$ cat config.mk
export PLATFORM = sky130hd
export DESIGN_NAME = mem_access_stage
export DESIGN_NICKNAME = d
export VERILOG_FILES = /design/src/rtl/lc3b_types.sv /design/src/rtl/mem_lane_steer.sv /design/src/rtl/register.sv /design/src/rtl/mem_access_stage.sv
export SDC_FILE = /design/constraint.sdc
export NUM_CORES = 1
export LEC_CHECK = 0
export BUFFER_PORTS_ARGS = -buffer_cell sky130_fd_sc_hd__buf_2
export CAP_MARGIN = 15
export CORE_MARGIN = 2
export CORE_UTILIZATION = 42
export DETAILED_ROUTE_END_ITERATION = 7
export GPL_TIMING_DRIVEN = 0
export PLACE_DENSITY = 0.77
export SETUP_SLACK_MARGIN = 0.3
export SLEW_MARGIN = 5
export SYNTH_ARGS = -nofsm -noshare
export SYNTH_HDL_FRONTEND = slang
export SYNTH_SLANG_ARGS = --single-unit
$ cat constraint.sdc
create_clock -name clk -period 2 [get_ports clk]
set_input_delay 0.6 -clock clk [delete_from_list [all_inputs] [get_ports clk]]
set_output_delay 0.6 -clock clk [all_outputs]
set_load 0.005 [all_outputs]
$ cat src/rtl/lc3b_types.sv
// Shared LC-3b types: data word, memory-op opcodes and the MEM-stage FSM states.
package lc3b_types;

    typedef logic [15:0] lc3b_word;
    typedef logic [3:0]  lc3b_opcode;

    localparam lc3b_opcode op_ldr  = 4'b0110;
    localparam lc3b_opcode op_ldb  = 4'b0010;
    localparam lc3b_opcode op_ldi  = 4'b1010;
    localparam lc3b_opcode op_str  = 4'b0111;
    localparam lc3b_opcode op_stb  = 4'b0011;
    localparam lc3b_opcode op_sti  = 4'b1011;
    localparam lc3b_opcode op_trap = 4'b1111;

    typedef enum logic [1:0] {
        IDLE,
        IND_GAP,
        IND_ACCESS
    } mem_state_t;

endpackage

$ cat src/rtl/mem_lane_steer.sv
// Byte-lane steering: write enables and replicated write data for STB, sign-extended LDB data.
module mem_lane_steer
    import lc3b_types::*;
(
    input  logic       byte_op,
    input  logic       addr_lsb,
    input  lc3b_word   sr,
    input  lc3b_word   rdata,
    output logic [1:0] byte_enable,
    output lc3b_word   wdata,
    output lc3b_word   byte_sext
);

    logic [7:0] rbyte;

    always_comb begin
        if (byte_op) begin
            byte_enable = addr_lsb ? 2'b10 : 2'b01;
            wdata       = {sr[7:0], sr[7:0]};
        end else begin
            byte_enable = 2'b11;
            wdata       = sr;
        end
        rbyte     = addr_lsb ? rdata[15:8] : rdata[7:0];
        byte_sext = {{8{rbyte[7]}}, rbyte};
    end

endmodule

$ cat src/rtl/register.sv
// Generic loadable register with synchronous active-high clear.
module register #(
    parameter int unsigned WIDTH = 16
) (
    input  logic             clk,
    input  logic             reset,
    input  logic             load,
    input  logic [WIDTH-1:0] din,
    output logic [WIDTH-1:0] dout
);

    always_ff @(posedge clk) begin
        if (reset) begin
            dout <= '0;
        end else if (load) begin
            dout <= din;
        end
    end

endmodule

$ cat src/rtl/mem_access_stage.sv
// LC-3b MEM stage: direct and indirect data accesses, upstream stall, MEM/WB latch.
module mem_access_stage #(
    parameter int unsigned WIDTH   = 16,
    parameter int unsigned IND_GAP = 1
) (
    input  logic             clk,
    input  logic             reset,
    input  logic             in_valid,
    input  logic [WIDTH-1:0] in_alu,
    input  logic [WIDTH-1:0] in_sr,
    input  logic [WIDTH-1:0] in_ir,
    input  logic [WIDTH-1:0] in_pc,
    output logic             stall,
    output logic [WIDTH-1:0] mem_address,
    output logic             mem_read,
    output logic             mem_write,
    output logic [1:0]       mem_byte_enable,
    output logic [WIDTH-1:0] mem_wdata,
    input  logic [WIDTH-1:0] mem_rdata,
    input  logic             mem_resp,
    output logic             out_valid,
    output logic [WIDTH-1:0] out_alu,
    output logic [WIDTH-1:0] out_mdr,
    output logic [WIDTH-1:0] out_ir,
    output logic [WIDTH-1:0] out_pc
);
    import lc3b_types::*;

    mem_state_t state_q, state_d;
    lc3b_word   ptr_q, ptr_d;
    lc3b_word   addr;
    lc3b_word   byte_sext;
    lc3b_word   mdr_d;
    lc3b_opcode opcode;
    logic       is_load, is_store, is_ind, mem_op;
    logic [63:0] latch_d, latch_q;

    assign opcode   = in_ir[15:12];
    assign is_load  = opcode inside {op_ldr, op_ldb, op_ldi, op_trap};
    assign is_store = opcode inside {op_str, op_stb, op_sti};
    assign is_ind   = (opcode == op_ldi) || (opcode == op_sti);
    assign mem_op   = in_valid && (is_load || is_store);

    always_ff @(posedge clk) begin
        if (reset) begin
            state_q <= IDLE;
            ptr_q   <= '0;
        end else begin
            state_q <= state_d;
            ptr_q   <= ptr_d;
        end
    end

    always_comb begin
        state_d   = state_q;
        ptr_d     = ptr_q;
        addr      = in_alu;
        mem_read  = 1'b0;
        mem_write = 1'b0;
        stall     = 1'b0;
        unique case (state_q)
            IDLE: begin
                if (mem_op) begin
                    if (is_ind) begin
                        // First indirect access always fetches the pointer.
                        mem_read = 1'b1;
                        stall    = 1'b1;
                        if (mem_resp) begin
                            ptr_d   = mem_rdata;
                            state_d = (IND_GAP != 0) ? lc3b_types::IND_GAP : IND_ACCESS;
                        end
                    end else begin
                        mem_read  = is_load;
                        mem_write = is_store;
                        stall     = !mem_resp;
                    end
                end
            end
            lc3b_types::IND_GAP: begin
                stall   = 1'b1;
                state_d = IND_ACCESS;
            end
            IND_ACCESS: begin
                addr      = ptr_q;
                mem_read  = (opcode == op_ldi);
                mem_write = (opcode == op_sti);
                stall     = !mem_resp;
                if (mem_resp) begin
                    state_d = IDLE;
                end
            end
            default: state_d = IDLE;
        endcase
    end

    assign mem_address = addr & 16'hFFFE;

    mem_lane_steer u_lane_steer (
        .byte_op     (opcode == op_stb || opcode == op_ldb),
        .addr_lsb    (in_alu[0]),
        .sr          (in_sr),
        .rdata       (mem_rdata),
        .byte_enable (mem_byte_enable),
        .wdata       (mem_wdata),
        .byte_sext   (byte_sext)
    );

    always_comb begin
        mdr_d = '0;
        if (in_valid && is_load) begin
            mdr_d = (opcode == op_ldb) ? byte_sext : mem_rdata;
        end
    end

    assign latch_d = {in_alu, mdr_d, in_ir, in_pc};

    // Valid reloads every cycle so a stall inserts a bubble while the payload holds.
    register #(.WIDTH(1)) u_valid_reg (
        .clk   (clk),
        .reset (reset),
        .load  (1'b1),
        .din   (in_valid && !stall),
        .dout  (out_valid)
    );

    register #(.WIDTH(64)) u_data_reg (
        .clk   (clk),
        .reset (reset),
        .load  (!stall),
        .din   (latch_d),
        .dout  (latch_q)
    );

    assign out_alu = latch_q[63:48];
    assign out_mdr = latch_q[47:32];
    assign out_ir  = latch_q[31:16];
    assign out_pc  = latch_q[15:0];

endmodule

==> results.py <==
metrics = {
    "synth": {
        "yosys.area_share.simple_pct": 15.4,
        "synthAdderAreaFrac_pct": 0,
        "netlist_area_um2": 3770,
        "synth_edf_count": 0,
        "synth_seq_cells": 82,
        "synth_warnings": 0,
        "synthXorXnorAreaFrac_pct": 0,
        "async_flop_share_pct": 0,
        "postSynthNetCount": 506,
        "synth_compound_area_share_pct": 20.4,
        "ys_seq_area_share_pct": 43.6,
        "synth_mux_area_share_pct": 13.3,
        "avgSynthCellArea_um2": 8.92,
        "synth_ff_type": "dfxtp_1",
        "synthCells": 422,
        "synth_cell_types": 39,
        "synth_top_family_by_area": "compound AO/OA/AOI/OAI gates",
    },
    "die": {
        "io_pins": 186,
        "core_um2": 8720,
        "die_h_um": 98.7,
        "start_util_pct": 43.2,
        "die_area_um2": 9740,
        "dieWidth_um": 98.7,
        "rows": 34,
    },
    "timing": {
        "finClkSkew_ps": 12.5,
        "worst_slack_ps": -240,
        "hold_viol_final": 0,
        "max_freq_mhz": 447,
        "finalSetupViolations": 28,
        "finalSetupTns_ps": -5090,
        "min_period_over_period_pct": 112,
        "worst_pin_slew_ps": 617,
        "slew_violations": 0,
        "finalCriticalPeriod_ps": 2240,
        "maxSlewHeadroom_pct": 58.9,
        "rsz0062_at_grt": "yes",
    },
    "power": {
        "p_int_uw": 2520,
        "comb_power_share_pct": 20.1,
        "power.total_uw": 3560,
        "sw_frac_of_total_pct": 29.2,
        "p_leak_uw": 0.00271,
        "peakVddDrop_mv": 0.440,
        "seqPwrFrac_pct": 48.9,
        "p_clk_share_pct": 31.0,
        "switchingPower_uw": 1040,
        "power_density_nw_per_um2": 608,
    },
    "global_routing": {
        "grt_pass1_wl_um": 19000,
        "antenna_found_initial": 0,
        "grt_max_degree": 16,
        "gr-usage-all-layers_pct": 24.1,
        "overflow": 0,
        "grt_pass1_vias": 3930,
    },
    "clock_tree": {
        "numCtsBuffers": 9,
        "htreeDepth": 3,
        "cts_sinks": 82,
        "cts_tree": "built",
        "cts_buffer_depth": 2,
        "clk_pin_slew_ps": 90,
        "cts_root_buf": "clkbuf_8",
        "clk_latency_ps": 360,
    },
    "placed_design": {
        "dp_hpwl_um": 8750,
        "place_inst": 713,
        "place_area_um2": 5170,
        "io_buffers": 183,
        "gp_congestion": 0.806,
    },
    "detailed_routing": {
        "viasPerCell": 5.36,
        "ant_nets": 0,
        "vias": 4007,
        "drt-initial-drc-count": 79,
        "drc_errors": 0,
        "drt-total-wl_um": 12300,
        "drt-wirelength-per-cell_um": 16.4,
        "dr.pass1.iters": 4,
    },
    "final_layout": {
        "syn_to_final_growth_pct": 55.7,
        "drive_gt1_share_pct": 53.2,
        "final_area_um2": 5860,
        "final_cells": 747,
        "antennaDiodeCount": 0,
        "fin_nets": 718,
        "final_util_pct": 67.2,
        "fillers": 728,
    },
    "setup_path": {
        "startpoint_type": "input pin",
        "required_ps": 1400,
        "arrival_ps": 1640,
        "crit_fanout": 5,
        "worst_setup_path_end_kind": "primary output",
        "worstSetupPathType": "in -> out",
    },
    "status": {
        "violations": "setup timing",
        "status": "finished with violations",
    },
    "flow_run": {
        "max_cap_viol_count": 0,
    },
    "hold_path": {
        "hold_path_class": "reg -> reg",
    },
}
cell usage after synthesis, types with 2 or more instances:
cell       instances  area, um2
mux2_2            23        259
o21a_1             2       15.0
or2_2              4       25.0
nor3b_1            2       15.0
o2111ai_1          9       78.8
o21ai_1            2       10.0
mux2i_1           24        240
buf_2             13       65.1
nor2_1            21       78.8
or2_1              5       31.3
nand2_1            6       22.5
clkbuf_1          17       63.8
buf_4             14        105
o21ai_0           48        240
dfxtp_1           82       1640
clkbuf_2           4       20.0
a21oi_1           59        295
and3b_1            3       26.3
o2bb2ai_1          7       61.3
nand3_1           58        290
per-layer routing:
layer | track usage, % | share of wire, %
met2 | 40.9 | 49
met4 | 7.80 | 1.5
met1 | 30.9 | 44
met3 | 4.75 | 5.5
met5 | 0 | 0
final cells by class:
class / instances / area [um2] / area share (%)
multi-input cells: 289 / 2220 / 37.8
inverters: 1 / 3.75 / 0.0640
well taps: 108 / 135 / 2.30
plain buffers: 50 / 412 / 7.02
clock buffers: 9 / 124 / 2.11
clock inverters: 7 / 51.3 / 0.875
flip-flops and latches: 82 / 1650 / 28.1
repair buffers: 201 / 1270 / 21.7
cells by family (layout without fill, tap and decap cells):
kind of cell	count (synthesis)	after routing
AOI/OAI and AO/OA	132	132
buffers and inverters	51	268
DFF	82	82
muxes	47	47
other	1	1
and+or+nand+nor	109	109
sequential cells by signal, indices dropped and copies added (netlist names):
register          count
u_data_reg.dout      64
ptr_q                15
state_q               2
u_valid_reg.dout      1
path summary, 6_finish.rpt:
kind / startpoint / endpoint / slack, ps / cells past startpoint
setup reg to reg: state_q[0] / u_data_reg.dout[35] / 380 / 6
hold / removal: u_data_reg.dout[48] / u_data_reg.dout[48] / 460 / 2
setup / recovery: in_ir[15] / mem_wdata[12] / -240 / 6
hold reg to reg: u_data_reg.dout[48] / u_data_reg.dout[48] / 460 / 2
stage by stage:
| step | hold WS [ps] | setup slack, ps |
|---|---|---|
| after CTS | 465 | -251 |
| after detailed placement | 442 | -444 |
| after global routing | 485 | -276 |
| after floorplan | 456 | 2.12 |
| final | 464 | -240 |
| after global placement | 442 | -455 |
power by group through the flow:
| stage | Combinational [uW] | Clock [uW] | Sequential (uW) |
|---|---|---|---|
| floorplan | 344 | 0 | 1790 |
| global placement | 612 | 0 | 1780 |
| detailed placement | 628 | 0 | 1780 |
| CTS | 696 | 1110 | 1740 |
| global route | 778 | 1210 | 1750 |
| finish | 718 | 1100 | 1740 |
worst max-delay path, stage by stage:
cell     delay (ps)
buf_8           100
buf_8           110
nor3b_4         230
buf_6           170
mux2_4          310
buf_6           120
cell usage in the layout, fill, tap and decap left out, types with 2 or more instances in the layout:
cell | netlist | layout
o21ai_0 | 48 | 48
o2111ai_1 | 9 | 4
mux2i_1 | 24 | 24
or2_2 | 4 | 4
a21oi_2 | 1 | 3
buf_2 | 13 | 160
mux2_4 | 0 | 23
nand2_1 | 6 | 2
clkbuf_1 | 17 | 13
nand3_2 | 0 | 29
buf_12 | 0 | 2
buf_4 | 14 | 21
dfxtp_1 | 82 | 80
inv_6 | 0 | 2
nand2_2 | 0 | 3
clkbuf_4 | 0 | 5
o2bb2ai_1 | 7 | 7
nor2_2 | 0 | 3
clkbuf_8 | 0 | 9
o2111ai_2 | 0 | 5
buf_6 | 1 | 40
nand3_1 | 58 | 29
a21oi_1 | 59 | 56
dfxtp_4 | 0 | 2
clkinv_2 | 0 | 2
nor2_1 | 21 | 17
or2_1 | 5 | 5
clkinvlp_4 | 0 | 2
and3b_1 | 3 | 2
buf_8 | 0 | 8
timing repair:
action / in CTS / in global routing
cloned: 2 / 1
setup endpoints to repair: 82 / 98
gates resized for setup: 53 / 35
pin swaps: 5 / 8
buffers inserted: 11 / 4
hold buffers: 0 / 0
Note: power is estimated with default switching activity, not from simulation.
